--- src/rtl/axis_tx_retry_pkg.sv ---
// Shared types and constants for the half-duplex TX retry controller.
package axis_tx_retry_pkg;

    typedef enum logic [1:0] {
        ST_SEND    = 2'd0,
        ST_JAM     = 2'd1,
        ST_BACKOFF = 2'd2,
        ST_DRAIN   = 2'd3
    } tx_state_e;

    localparam int unsigned DEF_JAM_LEN     = 4;
    localparam int unsigned DEF_SLOT_CYCLES = 64;

    // x^16 + x^14 + x^13 + x^11 + 1, shifting towards the MSB
    localparam int unsigned LFSR_WIDTH = 16;
    localparam logic [15:0] LFSR_TAPS  = 16'hB400;
    localparam logic [15:0] LFSR_SEED  = 16'hACE1;

    function automatic int unsigned clamp_exp(input int unsigned attempts,
                                              input int unsigned limit);
        return (attempts < limit) ? attempts : limit;
    endfunction

endpackage

--- src/rtl/axis_tx_retry_lfsr.sv ---
// Fibonacci LFSR with configurable width, taps and seed; steps every cycle.
module axis_tx_retry_lfsr
    import axis_tx_retry_pkg::*;
#(
    parameter int unsigned           WIDTH = LFSR_WIDTH,
    parameter logic [WIDTH-1:0]      TAPS  = WIDTH'(LFSR_TAPS),
    parameter logic [WIDTH-1:0]      SEED  = WIDTH'(LFSR_SEED)
) (
    input  logic             i_clk,
    input  logic             i_rst,
    output logic [WIDTH-1:0] o_value
);

    logic [WIDTH-1:0] r_value;
    logic             w_fb;

    assign w_fb    = ^(r_value & TAPS);
    assign o_value = r_value;

    always_ff @(posedge i_clk) begin
        if (i_rst) begin
            r_value <= SEED;
        end else begin
            r_value <= {r_value[WIDTH-2:0], w_fb};
        end
    end

endmodule

--- src/rtl/axis_tx_retry.sv ---
// Half-duplex MAC TX controller: forwards frames, jams on collision, backs off and
// requests replay from the upstream replay buffer, or drops and drains the frame.
module axis_tx_retry
    import axis_tx_retry_pkg::*;
#(
    parameter int unsigned            DATA_WIDTH    = 9,
    parameter int unsigned            JAM_LEN       = DEF_JAM_LEN,
    parameter logic [DATA_WIDTH-1:0]  JAM_DATA      = DATA_WIDTH'('h55),
    parameter int unsigned            SLOT_CYCLES   = DEF_SLOT_CYCLES,
    parameter int unsigned            MAX_ATTEMPTS  = 16,
    parameter int unsigned            BACKOFF_LIMIT = 10
) (
    input  logic                  clk,
    input  logic                  rst,
    input  logic [DATA_WIDTH-1:0] s_axis_data,
    input  logic                  s_axis_valid,
    output logic                  s_axis_ready,
    input  logic                  s_axis_last,
    input  logic                  replayable,
    output logic                  replay,
    output logic                  done,
    output logic [DATA_WIDTH-1:0] m_axis_data,
    output logic                  m_axis_valid,
    input  logic                  m_axis_ready,
    output logic                  m_axis_last,
    output logic                  m_axis_err,
    input  logic                  col,
    output logic                  tx_ok,
    output logic                  late_col,
    output logic                  excessive
);

    localparam int unsigned ATT_W = $clog2(MAX_ATTEMPTS + 1);
    localparam int unsigned JAM_W = $clog2(JAM_LEN + 1);
    localparam int unsigned CYC_W = $clog2(SLOT_CYCLES);

    localparam logic [ATT_W-1:0] ATT_MAX  = ATT_W'(MAX_ATTEMPTS);
    localparam logic [JAM_W-1:0] JAM_LAST = JAM_W'(JAM_LEN - 1);
    localparam logic [CYC_W-1:0] CYC_LAST = CYC_W'(SLOT_CYCLES - 1);

    tx_state_e                r_state, w_next;
    logic [ATT_W-1:0]         r_attempts, w_attempts_inc;
    logic                     r_retry, r_late, r_last_seen;
    logic [JAM_W-1:0]         r_jam_cnt;
    logic [BACKOFF_LIMIT-1:0] r_slot;
    logic [CYC_W-1:0]         r_cyc;
    logic                     r_done, r_tx_ok, r_late_col, r_excessive;
    logic [LFSR_WIDTH-1:0]    w_lfsr, w_mask, w_slot_draw;
    logic [31:0]              w_k;
    logic                     w_send_last, w_jam_end, w_bo_end;

    axis_tx_retry_lfsr #(
        .WIDTH (LFSR_WIDTH),
        .TAPS  (LFSR_TAPS),
        .SEED  (LFSR_SEED)
    ) u_lfsr (
        .i_clk   (clk),
        .i_rst   (rst),
        .o_value (w_lfsr)
    );

    assign w_attempts_inc = r_attempts + ATT_W'(1);
    assign w_k            = clamp_exp(32'(r_attempts), BACKOFF_LIMIT);
    assign w_mask         = LFSR_WIDTH'((32'd1 << w_k) - 32'd1);
    assign w_slot_draw    = w_lfsr & w_mask;
    assign w_send_last    = s_axis_valid && m_axis_ready && s_axis_last;
    assign w_jam_end      = m_axis_ready && (r_jam_cnt == JAM_LAST);
    // Final backoff cycle: nothing to wait for, or last cycle of the last slot
    assign w_bo_end       = (r_slot == '0) ||
                            ((r_slot == BACKOFF_LIMIT'(1)) && (r_cyc == '0));

    always_comb begin
        w_next       = r_state;
        s_axis_ready = 1'b0;
        m_axis_valid = 1'b0;
        m_axis_data  = '0;
        m_axis_last  = 1'b0;
        m_axis_err   = 1'b0;
        replay       = 1'b0;
        unique case (r_state)
            ST_SEND: begin
                s_axis_ready = m_axis_ready;
                m_axis_valid = s_axis_valid;
                m_axis_data  = s_axis_data;
                m_axis_last  = s_axis_last;
                if (col) w_next = ST_JAM;
            end
            ST_JAM: begin
                m_axis_valid = 1'b1;
                m_axis_data  = JAM_DATA;
                m_axis_err   = 1'b1;
                m_axis_last  = (r_jam_cnt == JAM_LAST);
                if (w_jam_end) begin
                    w_next = r_retry ? ST_BACKOFF : (r_last_seen ? ST_SEND : ST_DRAIN);
                end
            end
            ST_BACKOFF: begin
                if (w_bo_end) begin
                    replay = replayable;
                    w_next = ST_SEND;
                end
            end
            ST_DRAIN: begin
                s_axis_ready = 1'b1;
                if (s_axis_valid && s_axis_last) w_next = ST_SEND;
            end
            default: w_next = ST_SEND;
        endcase
        if (rst) begin
            s_axis_ready = 1'b0;
            m_axis_valid = 1'b0;
            m_axis_data  = '0;
            m_axis_last  = 1'b0;
            m_axis_err   = 1'b0;
            replay       = 1'b0;
        end
    end

    assign done      = r_done      && !rst;
    assign tx_ok     = r_tx_ok     && !rst;
    assign late_col  = r_late_col  && !rst;
    assign excessive = r_excessive && !rst;

    always_ff @(posedge clk) begin
        if (rst) begin
            r_state     <= ST_SEND;
            r_attempts  <= '0;
            r_retry     <= 1'b0;
            r_late      <= 1'b0;
            r_last_seen <= 1'b0;
            r_jam_cnt   <= '0;
            r_slot      <= '0;
            r_cyc       <= '0;
            r_done      <= 1'b0;
            r_tx_ok     <= 1'b0;
            r_late_col  <= 1'b0;
            r_excessive <= 1'b0;
        end else begin
            r_state     <= w_next;
            r_done      <= 1'b0;
            r_tx_ok     <= 1'b0;
            r_late_col  <= 1'b0;
            r_excessive <= 1'b0;
            unique case (r_state)
                ST_SEND: begin
                    if (col) begin
                        r_retry     <= replayable && (w_attempts_inc < ATT_MAX);
                        r_late      <= !replayable;
                        r_last_seen <= w_send_last;
                        r_attempts  <= w_attempts_inc;
                        r_jam_cnt   <= '0;
                    end else if (w_send_last) begin
                        r_done     <= 1'b1;
                        r_tx_ok    <= 1'b1;
                        r_attempts <= '0;
                    end
                end
                ST_JAM: begin
                    if (w_jam_end) begin
                        if (r_retry) begin
                            r_slot <= BACKOFF_LIMIT'(w_slot_draw);
                            r_cyc  <= CYC_LAST;
                        end else begin
                            r_done      <= 1'b1;
                            r_late_col  <= r_late;
                            r_excessive <= !r_late;
                            r_attempts  <= '0;
                        end
                    end else if (m_axis_ready) begin
                        r_jam_cnt <= r_jam_cnt + JAM_W'(1);
                    end
                end
                ST_BACKOFF: begin
                    if (!w_bo_end) begin
                        if (r_cyc == '0) begin
                            r_slot <= r_slot - BACKOFF_LIMIT'(1);
                            r_cyc  <= CYC_LAST;
                        end else begin
                            r_cyc <= r_cyc - CYC_W'(1);
                        end
                    end
                end
                ST_DRAIN: begin
                    if (s_axis_valid && s_axis_last) r_attempts <= '0;
                end
                default: ;
            endcase
        end
    end

endmodule

--- config.mk ---
export PLATFORM = sky130hd
export DESIGN_NAME = axis_tx_retry
export DESIGN_NICKNAME = d
export VERILOG_FILES = /design/src/rtl/axis_tx_retry_pkg.sv /design/src/rtl/axis_tx_retry_lfsr.sv /design/src/rtl/axis_tx_retry.sv
export SDC_FILE = /design/constraint.sdc
export NUM_CORES = 1
export LEC_CHECK = 0
export ABC_AREA = 1
export ABC_CLOCK_PERIOD_IN_PS = 5650
export CORE_MARGIN = 2
export CORE_UTILIZATION = 35
export DETAILED_ROUTE_END_ITERATION = 6
export PLACE_DENSITY = 0.6
export SLEW_MARGIN = 10
export SYNTH_ARGS = -nofsm -noshare
export SYNTH_HDL_FRONTEND = slang
export SYNTH_SLANG_ARGS = --single-unit
--- constraint.sdc ---
create_clock -name clk -period 5.65 [get_ports clk]
set_clock_uncertainty 0.1 [all_clocks]
set_input_delay 0.8475 -clock clk [delete_from_list [all_inputs] [get_ports clk]]
set_output_delay 0.8475 -clock clk [all_outputs]
set_load 0.01 [all_outputs]
# After elaboration in Yosys (flattened, before gate mapping)
# Index checks and enable logic that the tools add are counted.
# classes
n_addsub	5
n_lt_le_gt_ge	2
n_eq_ne	16
shift	1
n_mux	46
bitwise_logic	4
reduce_logical	29
# op_table
cell	n
$mux 10	4
$mux 5	6
$mux 6	4
$ne 2x2->1 const B	10
$pmux 10 s2	1
$sub 10x1->10 const B	2
$pmux 9 s2	1
$reduce_xor 16->1	1
$pmux 5 s3	1
$mux 1	12
$mux 2	6
$pmux 6 s2	1
$reduce_and 4->1	3
$and 10x10->10	1
$eq 10x1->1 const B	1
$logic_and 1x1->1	10
$logic_not 10->1	1
$reduce_and 5->1	2
$shl 1x5->10 const A	1
$mux 3	3
$mux 9	1
$pmux 1 s2	4
$pmux 2 s4	1
$logic_not 6->1	1
other kinds (19)	25
# totals
register_bits	49
in_bits	16
out_inout_bits	18
word_cells	116

# Depth between registers and ports, before layout
# logic_depth
depth_word	8
ltp_mapped	13

# Modules after synthesis
# A second synthesis with hierarchy kept.
# unflattened
hier_cells	431
hier_area_um2	2857.7
# by_module_without_submodules
module	instances	cells_per_inst	area_per_inst_um2	seq_area_each_um2
axis_tx_retry	1	372	2354.8	660.6
axis_tx_retry_lfsr	1	59	503.0	320.3

# Worst setup path after synthesis
# No wires, ideal clock.
# synth_timing
path_type	in2out
startpoint	input port rst
endpoint	output port s_axis_ready
t_arrival_ps	1540
slack_ps	3163
cell_stages	5
path_buffers	2
cell_sequence	buf_4 inv_1 clkbuf_1 nand2_1 inv_1
# synth_between
elab_chain_len	1
# synth_lines
item	line	text
from (decl)	axis_tx_retry.sv:14	input logic rst,
$mux 1	axis_tx_retry.sv:109	if (rst) begin
to (decl)	axis_tx_retry.sv:17	output logic s_axis_ready,
# Every way passes these cells.

# Worst setup path in the final report
# Ends and elaborated chain as after synthesis.

==> out/summary.txt <==
effective utilization at floorplan: 36.1%
normalized max-slew margin: 48.5%
DR WL met3: 151 µm
drt first pass iters: 4
minimum clock period: 3910 ps
Layout area overhead: 18.0%
global-route wire length before repair: 11.2 mm
Iter 0 DRT Violations: 148
grt ovf: 0
RSZ-0062 raised after global routing: false
Netlist cell types: 28
Post-Route WL: 6.39 mm
M1 WL: 3.19 mm
biggest cell delay along the critical path: 930 ps
number of H-tree levels: 2
Synth Instances: 421
clock sinks: 49
GP Congestion: 0.815
layout cell share with drive strength beyond 1: 6.22%
vias: 2,581
Seq/Total Area, Yosys: 35.1%
met2 WL post-DR: 2.96 mm
Setup TNS: 0 ps
worst setup margin: 1740 ps
clk_lat worst skew: 300 ps
row count: 32
Die ar.: 8710 µm²
power per cell area: 453 nW/µm²
worst-path cell chain: clkdlybuf4s50_1 -> inv_1 -> nand2_1 -> inv_1 -> clkdlybuf4s50_1
Worst Setup Start Kind: input pin
Least-Margin Pin Slew: 772 ps
Slew Viols, Final: 0
Crit Reg-Reg Startpoint: r_state[0]$_SDFFE_PP0P_
Crit-path slowest cell: clkdlybuf4s50_1
Crit path max-delay family: buffers and inverters
Antenna Nets Post-Route: 0
top layer in use: met4
Hold Path Origin: u_lfsr.o_value[11]$_SDFF_PP1_
WL/cell: 11.6 µm
Setup Viol. Count Final: 0
n_diodes: 0
Yosys reg bits: 49
Yosys warnings: 0
critical path peak fanout: 20
postcts setup bufs: 0
WS Path Type: in2out
CP Depth: 5
Synthesized Nets: 449
die width: 93.3 µm
setup slack at placement: 1740 ps
IO Pins: 34
R2R setup slack: 3090 ps
Max Cap Viol: 0
Hold-fix buffers, CTS: 0
antenna violations before repair: 0
CTS Buffer Depth: 2
core footprint: 7730 µm²
Final Hold Viols: 0
Hold Path Class: reg2reg
HPWL after DPL: 4.76 mm
Setup crit end kind: output port
DR DRC count: 0
fmax: 255 MHz
Port Buffers: 33
Syn Std Cell Area: 2790 µm²
FF-to-FF path depth: 8
Vias/cell: 4.68
CP required: 4700 ps
Final nets: 477
Peak VDD IR: 0.151 mV
Static Leak: 0.00150 µW
total CTS buffers: 5
fin crit share: 69.3%
Total GRT Usage: 16.0%
clk slew on worst S/H paths: 80 ps
Root Driver: clkbuf_8
number of global-route vias before repair: 2,509
worst path buffer plus inverter count: 4
Critical Path Start: rst
syn_area_per_cell: 6.63 µm²
post-CTS resize count: 0
WP data arrival: 2970 ps
hold-critical path depth: 2
CTS tree: done
Die H: 93.3 µm
largest net degree at the start of global routing: 28
outcome: completed
[registers in the layout, summed over array words and instances (netlist names)]
signal,flops
r_state,2
r_late_col,1
r_late,1
r_tx_ok,1
r_cyc,6
r_done,1
r_retry,1
r_attempts,5
r_excessive,1
r_slot,10
r_last_seen,1
u_lfsr.o_value,16
r_jam_cnt,3
[cells in the final DEF (no fill, tap or decap), types with 2 or more instances in the layout]
cell,synthesis,final
nand2_1,82,82
xnor2_1,3,3
or2_2,8,8
o21ai_0,18,18
nand2_2,4,4
clkdlybuf4s50_1,0,33
nand3_4,2,2
nor3_1,17,17
a21oi_2,2,2
nand3_1,25,25
ha_1,12,12
nand4_1,8,8
a21oi_1,29,29
a211oi_1,3,3
inv_1,63,63
xor2_1,5,5
clkbuf_8,0,7
dfxtp_1,49,49
nor2_1,71,71
[cells by family (layout without fill, tap and decap cells)]
group           Yosys count  in the layout  synth area share (%)
compound gates           56             56                  11.0
fa+ha+maj                12             12                  5.38
simple gates            220            220                  35.2
buf+inv                  76            105                  10.8
flops                    49             49                  35.1
xor+xnor                  8              8                  2.51
[routing by layer]
metal	GRT usage (%)	vias up
li1	-	1381
met1	21.0	1168
met2	27.3	25
met3	2.18	7
met4	4.66	0
met5	0	-
[cell usage after synthesis]
cell type	number	share of area, %
nand4_1	8	1.8
nor2_1	71	9.5
nor3_4	1	0.58
nor3_1	17	3.0
o21ai_1	1	0.18
buf_4	2	0.54
dfxtp_1	49	35
nand2_4	1	0.40
a21oi_1	29	5.2
or2_2	8	1.8
buf_2	1	0.18
o32ai_1	1	0.31
nand3_4	2	1.3
nand3_1	25	4.5
nand3b_2	1	0.40
ha_1	12	5.4
inv_1	63	8.5
a21oi_2	2	0.63
xnor2_1	3	0.94
xor2_1	5	1.6
a211oi_1	3	0.81
o31ai_1	1	0.27
buf_6	1	0.40
o211a_1	1	0.36
o21ai_0	18	3.2
clkbuf_1	9	1.2
nand2_1	82	11
nand2_2	4	0.90
[layout make-up]
cell class / instances / area (µm²)
clock buffers: 7 / 96.3
clock inverters: 1 / 5.00
fillers: 814 / 4430
inverters: 63 / 236
multi-input cells: 296 / 1510
flip-flops and latches: 49 / 981
well taps: 102 / 128
repair buffers: 34 / 338
[path summary, 6_finish.rpt]
check                                  end
max                           s_axis_ready
min reg2reg  u_lfsr.o_value[12]$_SDFF_PP0_
min          u_lfsr.o_value[12]$_SDFF_PP0_
max reg2reg     r_attempts[3]$_SDFFE_PP0P_
[worst reg2reg max path, delay by kind of cell, from the launching register on]
| family | cells | cell delay [ps] |
|---|---|---|
| adders and majority gates | 1 | 470 |
| DFF | 1 | 400 |
| buffers and inverters | 2 | 560 |
| AOI/OAI and AO/OA | 1 | 370 |
| and+or+nand+nor | 4 | 540 |
[stage by stage]
stage / instance area, µm² / utilization [%] / hold slack [ps] / instances / power (µW)
3_5_place_dp: 3190 / 41.3 / 297 / 544 / 1270
2_1_floorplan: 2790 / - / 288 / 421 / 1080
6_report: 3290 / 42.6 / 306 / 552 / 1490
5_1_grt: 3290 / 42.6 / 330 / 552 / 1650
3_3_place_gp: 3190 / 41.3 / 292 / 544 / 1260
4_1_cts: 3290 / 42.6 / 310 / 552 / 1510
[power breakdown]
group / total, µW / internal, µW / switching [µW]
Sequential: 457 / 407 / 50.2
Combinational: 809 / 295 / 514
Clock: 227 / 111 / 116
Power figures use the tool's default switching activity.
